<file path="src/rtl/mult_seq.sv">
// Sequential shift-and-add unsigned multiplier: one multiplier bit per clock.
// Optional `MULT_SEQ_EARLY_EXIT_EN ends the run once the remaining multiplier is zero.
module mult_seq #(
  parameter int WIDTH = 8
) (
  input  logic               clk,
  input  logic               rst,
  input  logic               start,
  input  logic [WIDTH-1:0]   a,
  input  logic [WIDTH-1:0]   b,
  output logic               busy,
  output logic               done,
  output logic [2*WIDTH-1:0] result
);

  localparam int CW = $clog2(WIDTH + 1);

  typedef enum logic {IDLE, RUN} state_t;

  state_t             state_q;
  logic [2*WIDTH-1:0] mcand_q;
  logic [2*WIDTH-1:0] acc_q;
  logic [2*WIDTH-1:0] result_q;
  logic [WIDTH-1:0]   mplier_q;
  logic [CW-1:0]      cnt_q;
  logic               busy_q;
  logic               done_q;

  logic [2*WIDTH-1:0] acc_d;
  logic               last_d;

  always_comb begin
    acc_d = acc_q + (mplier_q[0] ? mcand_q : '0);
`ifdef MULT_SEQ_EARLY_EXIT_EN
    // Stop as soon as no set bits remain after this edge's shift.
    last_d = (cnt_q == CW'(1)) || (mplier_q[WIDTH-1:1] == '0);
`else
    last_d = (cnt_q == CW'(1));
`endif
  end

  always_ff @(posedge clk) begin
    if (rst) begin
      state_q  <= IDLE;
      mcand_q  <= '0;
      acc_q    <= '0;
      result_q <= '0;
      mplier_q <= '0;
      cnt_q    <= '0;
      busy_q   <= 1'b0;
      done_q   <= 1'b0;
    end else begin
      done_q <= 1'b0;
      case (state_q)
        IDLE: begin
          if (start) begin
            mcand_q  <= {{WIDTH{1'b0}}, a};
            mplier_q <= b;
            acc_q    <= '0;
            cnt_q    <= CW'(WIDTH);
            busy_q   <= 1'b1;
            state_q  <= RUN;
          end
        end
        RUN: begin
          acc_q    <= acc_d;
          mcand_q  <= mcand_q << 1;
          mplier_q <= mplier_q >> 1;
          cnt_q    <= cnt_q - CW'(1);
          if (last_d) begin
            result_q <= acc_d;
            done_q   <= 1'b1;
            busy_q   <= 1'b0;
            state_q  <= IDLE;
          end
        end
        default: state_q <= IDLE;
      endcase
    end
  end

  assign busy   = busy_q;
  assign done   = done_q;
  assign result = result_q;

endmodule
</file>
<file path="config.mk">
export PLATFORM = sky130hd
export DESIGN_NAME = mult_seq
export DESIGN_NICKNAME = d
export VERILOG_FILES = /design/src/rtl/mult_seq.sv
export SDC_FILE = /design/constraint.sdc
export NUM_CORES = 1
export LEC_CHECK = 0
export ABC_AREA = 1
export BUFFER_PORTS_ARGS = -buffer_cell sky130_fd_sc_hd__clkbuf_2
export CORE_MARGIN = 3
export CORE_UTILIZATION = 37
export CTS_BUF_LIST = sky130_fd_sc_hd__clkbuf_8
export CTS_CLUSTER_DIAMETER = 100
export DETAILED_ROUTE_END_ITERATION = 12
export PLACE_DENSITY = 0.55
export SLEW_MARGIN = 20
export SYNTH_ARGS = -nofsm -noshare
export SYNTH_HDL_FRONTEND = slang
export SYNTH_SLANG_ARGS = --single-unit
</file>
<file path="constraint.sdc">
create_clock -name clk -period 5.65 [get_ports clk]
set_clock_uncertainty 0.15 [all_clocks]
set_input_delay 1.13 -clock clk [delete_from_list [all_inputs] [get_ports clk]]
set_output_delay 1.13 -clock clk [all_outputs]
set_load 0.05 [all_outputs]
</file>
Word-level counts from Yosys, hierarchy flattened
Cells that the tools add are included.

word-level totals
  memories kept = 0
  input bits = 19
  output and inout bits = 18
  word-level logic and storage cells = 33
  latch bits = 0
  memory bits (read-only) = 0
  register bits after elaboration = 63
  bits in writable memories = 0

cells by class
  div/mod/pow operators = 0
  reduce and logical (&&, ||, !) cells = 3
  equality and inequality tests = 3
  $lt $le $gt $ge = 0
  shift-type cells = 0
  $add $sub $neg = 2
  bitwise operators = 1
  muxes and demuxes = 16
  multipliers = 0

operators with widths
  cell                                                    number
  one-hot mux 16 bit (2 select lines)                     2
  2-to-1 mux 16 bit                                       3
  adder 16 bit                                            1
  one-hot mux 8 bit (2 select lines)                      1
  2-to-1 mux 8 bit                                        1
  one-hot mux 4 bit (2 select lines)                      1
  2-to-1 mux 1 bit                                        5
  == test 4 x 1 -> 1 bit (second input constant)          1
  2-to-1 mux 4 bit                                        1
  one-hot mux 1 bit (2 select lines)                      2
  AND reduction 2 bit                                     2
  subtractor 4 x 1 -> 4 bit (second input constant)       1
  inequality test 2 x 1 -> 1 bit (second input constant)  1
  inequality test 2 bit (second input constant)           1
  OR reduction 2 bit                                      1
  inverter 1 bit                                          1

Longest topological paths before layout
Gate-level depths: netlist of the first run.

  depth after elaboration = 3
  mapped depth = 15
  gate-level depth less buffers = 13

Worst setup path before layout of the first run
No wires, ideal clock.

  path type = flip-flop to flip-flop
  start = register mplier_q[0]
  end = register acc_q[6]
  path buffers = 2
  required time = 5.380 ns
  period minus slack after synthesis = 2.239 ns
  setup slack = 3.411 ns
  setup time = 0.120 ns
  cell stages (with the launch flop) = 14
  data arrival time = 1.970 ns
  cell sequence = dfxtp_1 > buf_2 > clkbuf_1 > nand2_1 > inv_1 > ha_1 > fa_1 > nand2_1 > nand2_1 > nand3b_1 > nand2_1 > or2_2 > nand3_1 > a21oi_1

between the ends
  word-level cells in the longest chain between the ends = 3

RTL lines
  element                              RTL line  RTL
  start, declared                      24        logic [WIDTH-1:0] mplier_q;
  start signal, assigned               68        mplier_q <= mplier_q >> 1;
  2-to-1 mux 16 bit                    33        acc_d = acc_q + (mplier_q[0] ? mcand_q : '0);
  adder 16 bit                         33
  one-hot mux 16 bit (2 select lines)  54        case (state_q)
  end signal, assigned                 46        acc_q <= '0;
  end signal, assigned                 59        acc_q <= '0;
  end signal, assigned                 66        acc_q <= acc_d;
  end, declared                        22        logic [2*WIDTH-1:0] acc_q;

Every way passes these cells.
A chain may end at the register's enable or synchronous reset.

Worst setup path after layout of the first run
  start = input port start
  end = register cnt_q[3]

between the ends
  word-level cells in the longest chain between the ends = 1

RTL lines
  element                          RTL line  RTL
  start, declared                  8         input logic start,
  inequality test 2 bit (no line)  n/a
  end signal, assigned             60        cnt_q <= CW'(WIDTH);
  end signal, assigned             69        cnt_q <= cnt_q - CW'(1);
  end, declared                    25        logic [CW-1:0] cnt_q;

Every way passes these cells.

==> flow_summary_export.csv, run 1 <==
group,metric,value,unit
critical_path,path_class,"in -> reg",
placed_design,hpwl,5540,µm
floorplan,start_util,38.5,%
timing,hold_viol,0,
final_layout,layout-drive-gt1-share,11.0,%
global_routing,grt_pass1_wl,13600,µm
worst_hold_path,hp-class,"reg -> reg",
global_routing,grt_max_degree,41,
critical_path,crit_required,5.74,ns
timing,post-route-min-period,2.75,ns
critical_path,start_kind,"input port",
global_routing,antenna_found_initial,0,
global_routing,grt_pass1_vias,2975,
critical_path,reg2reg_to,"acc_q[6]",
cts,cts_tree,"done",
routing,drcViolationCount,0,
final_layout,seqCellArea,1260,µm²
placed_design,io_buffer_count,36,
yosys,synth_seq_cells,63,
timing,setup_violations,0,
yosys,yosysSeqAreaShare,37.2,%
placed_design,finalWeightedCongestion,0.827,
yosys,netlist_top_cells_area,"dfxtp_1 37%, nand2_1 21%, inv_1 8.4%",
floorplan,fp.dieH,102,µm
routing,via_per_inst,4.74,
worst_hold_path,min_path_cells,1,
yosys,syn_inst,513,
routing,postRouteAntennaNets,0,
power,fin_total_pwr,0.911,mW
yosys,syn-num-nets,550,
timing,finalSetupTns,0,ns
yosys,netlist_area,3390,µm²
final_layout,multi_input_area,1750,µm²
routing,wire_per_inst,12.0,µm
yosys,synth_top_cell_by_area,"dfxtp_1",
routing,routed_wl,7880,µm
final_layout,post-route-util,43.3,%
global_routing,grt_util_all_layers,16.6,%
timing,drv_slew,0,
status,status,"finished clean",
power,p_leak,2.08,nW
timing,fin_crit_sh,48.8,%
timing,worst_pin_slew,0.783,ns
routing,drt_iter0_markers,135,
critical_path,critPathArrivalTime,2.84,ns
floorplan,core_area,8810,µm²
cts,cts_resized,0,
critical_path,worstPathMaxFanout,25,
cts,clock_path_buffers,2,
floorplan,row_count,34,
cts,clk_pin_slew,0.07,ns
critical_path,critPathCaptureType,"flip-flop",
run,maxCapViolations,0,
floorplan,die_w,102,µm
final_layout,mostFrequentLayoutCells,"191 x nand2_1, 78 x inv_1, 63 x dfxtp_1",
cts,holdBufCountCts,0,
cts,cts.htree.levels,3,
critical_path,worstRegToRegCells,11,
critical_path,r2r_start,"mplier_q[0]",
yosys,synth_flop_cell,"dfxtp_1",
routing,first_pass_iters,4,
cts,clk_latency,0.34,ns
yosys,ys_types,31,
worst_hold_path,holdPathEnd,"cnt_q[2]",
yosys,synth_top_area_share,37.2,%
yosys,synth_edf_count,0,
yosys,yosysWarnings,0,
timing,max_freq,363,MHz
routing,vias,3102,
floorplan,die-area,10300,µm²
final_layout,layout_commonest_cell,"nand2_1",
cts,post_cts_buffers,0,
cts,cts_made_buffers,9,
cts,cts.sinks,63,
cts,cts_root_buf,"clkbuf_8",
yosys,syn_avg_cell_area,6.61,µm²
final_layout,syn2layout_area_growth,12.3,%
final_layout,n_antenna_cell,0,
timing,max_slew_margin,47.8,%
floorplan,io_pins,37,
timing,grt_setup_unrepaired,"false",
final_layout,fillers,935,
power,p_per_area,239,nW/µm²
yosys,ys_async_sr_fraction,0,%
global_routing,overflow,0,
worst_hold_path,min_from,"cnt_q[2]",
final_layout,nets,580,
power,ir_drop,0.131,mV
critical_path,rrSetupSlack,3.23,ns
state kept, by name, summed over array words and instances (netlist names):
| name | count |
|---|---|
| acc_q | 16 |
| mcand_q | 16 |
| result | 16 |
| mplier_q | 8 |
| cnt_q | 4 |
| busy | 1 |
| done | 1 |
| state_q | 1 |
worst max-delay path, stage by stage:
cell and delay (ns):
clkbuf_2 0.22, nor2_2 0.60, buf_4 0.40, inv_1 0.14, nand4_1 0.11, nor2_1 0.04, o21ai_0 0.14, inv_1 0.05
where the power goes:
group	total (mW)	internal, mW	switching, mW
Clock	0.374	0.197	0.178
Combinational	0.0732	0.0224	0.0508
Sequential	0.464	0.455	0.00869
Total	0.911	0.674	0.237
how the worst max path moves through the flow:
stage	from	slack, ns	end
after floorplan	mplier_q[0]	3.41	acc_q[6]
after global placement	start	2.57	cnt_q[3]
after detailed placement	start	2.50	cnt_q[3]
after CTS	start	2.87	cnt_q[3]
after global routing	start	2.68	cnt_q[3]
final	start	2.90	cnt_q[3]
cell usage after synthesis (all sizes together) (4+ instances only):
library cell  count
nand2           192
xor2              4
nand3            46
dfxtp            63
ha               17
nor2             21
clkbuf            5
a22o              5
inv              77
nand3b            4
buf              14
a21oi            36
or2               6
o21ai             7
logic make-up (layout without fill, tap and decap cells):
| family | after synthesis | in the layout | synth area share [%] |
|---|---|---|---|
| flops | 63 | 63 | 37.2 |
| xor+xnor | 5 | 5 | 1.29 |
| simple gates | 276 | 276 | 34.3 |
| compound gates | 55 | 55 | 9.15 |
| buf+inv | 96 | 130 | 11.2 |
| fa+ha+maj | 18 | 18 | 6.86 |
metal layers:
layer	track usage, %	part of all wire [%]	routed length (µm)	up-vias
met5	0	0	0	-
li1	-	-	-	1661
met1	22.7	51	4050	1376
met3	2.62	3.6	282	11
met4	7.16	1.8	138	0
met2	25.9	43	3410	54
metrics by stage:
stage | setup WS, ns | hold slack (ns) | std cells | instance area [µm²]
global route | 2.68 | 0.325 | 655 | 3810
global placement | 2.57 | 0.276 | 640 | 3630
CTS | 2.87 | 0.292 | 655 | 3810
finish | 2.90 | 0.290 | 655 | 3810
detailed placement | 2.50 | 0.280 | 640 | 3630
floorplan | 3.41 | 0.262 | 513 | 3390
area by class of cell:
cell class,count,share of cell area [%]
multi-input combinational,354,45.9
clock buffer,9,3.25
timing repair buffer,38,5.12
tap,108,3.55
sequential,63,33.1
inverter,77,7.59
clock inverter,6,1.45
No activity file was read; power rests on OpenSTA's default activity.
==> run 2: changes to the inputs <==
Settings changed: PLACE_DENSITY 0.55 to 0.57.
Clock period 5.65 ns to 2.41 ns, I/O delays scaled along.
==> run 2 against run 1 <==
Utilization increased by 0.53 points. Sequential cell count did not move. Cell area up 1.2%. Global-route usage shrank 0.50 points. Critical endpoint is now acc_q[6]. Largest cell class unchanged.
==> flow_summary_export.csv, run 2 (synthesis gave the netlist of run 1 again) <==
group,metric,value,unit
status,status,"finished clean",
timing,grt_setup_unrepaired,"false",
critical_path,critPathCaptureType,"flip-flop",
placed_design,hpwl,5570,µm
final_layout,syn2layout_area_growth,13.7,%
power,p_sw_share,26.3,%
routing,postRouteAntennaNets,0,
placed_design,finalWeightedCongestion,0.839,
worst_hold_path,min_path_cells,3,
final_layout,layout_commonest_cell,"nand2_1",
worst_hold_path,min_from,"b[7]",
critical_path,crit_required,2.48,ns
cts,clock_path_buffers,2,
floorplan,fp.dieH,102,µm
global_routing,grt_max_degree,36,
critical_path,reg2reg_to,"acc_q[6]",
critical_path,critPathArrivalTime,2.17,ns
global_routing,overflow,0,
critical_path,path_class,"reg -> reg",
routing,vias,3056,
power,pwr-share-comb,8.0,%
cts,clk_latency,0.34,ns
power,p_per_area,564,nW/µm²
timing,drv_slew,0,
global_routing,antenna_found_initial,0,
floorplan,die_w,102,µm
critical_path,worstPathMaxFanout,6,
cts,cts_made_buffers,9,
critical_path,r2r_start,"mplier_q[0]",
timing,fin_crit_sh,87.4,%
power,p_clk_share,41.9,%
final_layout,layout-drive-gt1-share,11.8,%
power,internal_power,1.60,mW
cts,cts.sinks,63,
power,ir_drop,0.370,mV
placed_design,placedCellCount,642,
critical_path,start_kind,"flip-flop",
timing,setup_violations,0,
power,power.switching,0.572,mW
timing,worst_pin_slew,0.481,ns
critical_path,rrSetupSlack,0.30,ns
routing,wire_per_inst,11.7,µm
final_layout,nets,582,
global_routing,grt_pass1_vias,2828,
run,maxCapViolations,0,
cts,cts_tree,"done",
cts,holdBufCountCts,0,
timing,finalSetupTns,0,ns
timing,max_freq,475,MHz
final_layout,n_antenna_cell,0,
power,p_leak,2.09,nW
final_layout,mostFrequentLayoutCells,"191 x nand2_1, 76 x inv_1, 63 x dfxtp_1",
floorplan,io_pins,37,
timing,post-route-min-period,2.11,ns
timing,hold_viol,0,
placed_design,io_buffer_count,36,
critical_path,worstRegToRegCells,11,
final_layout,final_cells,658,
critical_path,crit_path_start,"mplier_q[0]",
global_routing,grt_pass1_wl,13100,µm
cts,clk_pin_slew,0.08,ns
cts,cts.htree.levels,3,
power,power_frac_seq,50.1,%
floorplan,die-area,10300,µm²
floorplan,start_util,38.5,%
routing,drcViolationCount,0,
routing,drt_iter0_markers,123,
global_routing,grt_util_all_layers,16.1,%
routing,routed_wl,7720,µm
timing,max_slew_margin,67.9,%
floorplan,row_count,34,
routing,first_pass_iters,4,
floorplan,core_area,8810,µm²
cts,post_cts_buffers,0,
worst_hold_path,hp-class,"in -> reg",
cts,cts_root_buf,"clkbuf_8",
worst_hold_path,holdPathEnd,"mplier_q[7]",
routing,via_per_inst,4.64,
cts,cts_resized,0,
## run 2: final cells by class
| type | count | area (µm²) |
|---|---|---|
| Tap cell | 108 | 135 |
| Inverter | 77 | 289 |
| Fill cell | 929 | 4950 |
| Clock buffer | 9 | 124 |
| Sequential cell | 63 | 1260 |
| Timing Repair Buffer | 40 | 223 |
| Multi-Input combinational cell | 354 | 1750 |
| Clock inverter | 7 | 73.8 |
## run 2: power by group through the flow
stage               Combinational (mW)  Clock [mW]  Sequential, mW
detailed placement               0.178           0            1.11
global placement                 0.177           0            1.11
global route                     0.201       0.992            1.09
floorplan                        0.124           0            1.11
CTS                              0.179       0.943            1.09
finish                           0.175       0.911            1.09
## run 2: worst max-delay path: stages (launching register included)
cell and delay, ns:
dfxtp_1 0.35, nand2_1 0.08, inv_1 0.04, ha_1 0.20
fa_1 0.40, nand2_1 0.09, nand2_1 0.08, nand3b_1 0.09
nand2_1 0.09, or2_2 0.29, nand3_1 0.07, a21oi_1 0.06
## run 2: metal layers
layer  global-route usage [%]  share of wire [%]
met2                     24.8                 44
met1                     21.9                 51
met5                        0                  0
met4                     6.85                1.9
met3                     3.10                3.4
## run 2: how the worst max path moves through the flow
| stage | end | depth (start not counted) |
|---|---|---|
| after floorplan | acc_q[6] | 13 |
| after global placement | acc_q[15] | 13 |
| after detailed placement | acc_q[6] | 11 |
| after CTS | acc_q[14] | 11 |
| after global routing | acc_q[11] | 13 |
| final | acc_q[6] | 11 |
## run 2: metrics by stage
| stage | utilization (%) | power [mW] | hold WS (ns) | area [µm²] | worst slack [ns] |
|---|---|---|---|---|---|
| floorplan | - | 1.23 | 0.262 | 3390 | 0.171 |
| global placement | 41.5 | 1.29 | 0.274 | 3660 | 0.339 |
| detailed placement | 41.5 | 1.29 | 0.281 | 3660 | 0.330 |
| CTS | 43.8 | 2.21 | 0.231 | 3850 | 0.306 |
| global route | 43.8 | 2.28 | 0.256 | 3850 | 0.0456 |
| finish | 43.8 | 2.17 | 0.247 | 3850 | 0.305 |
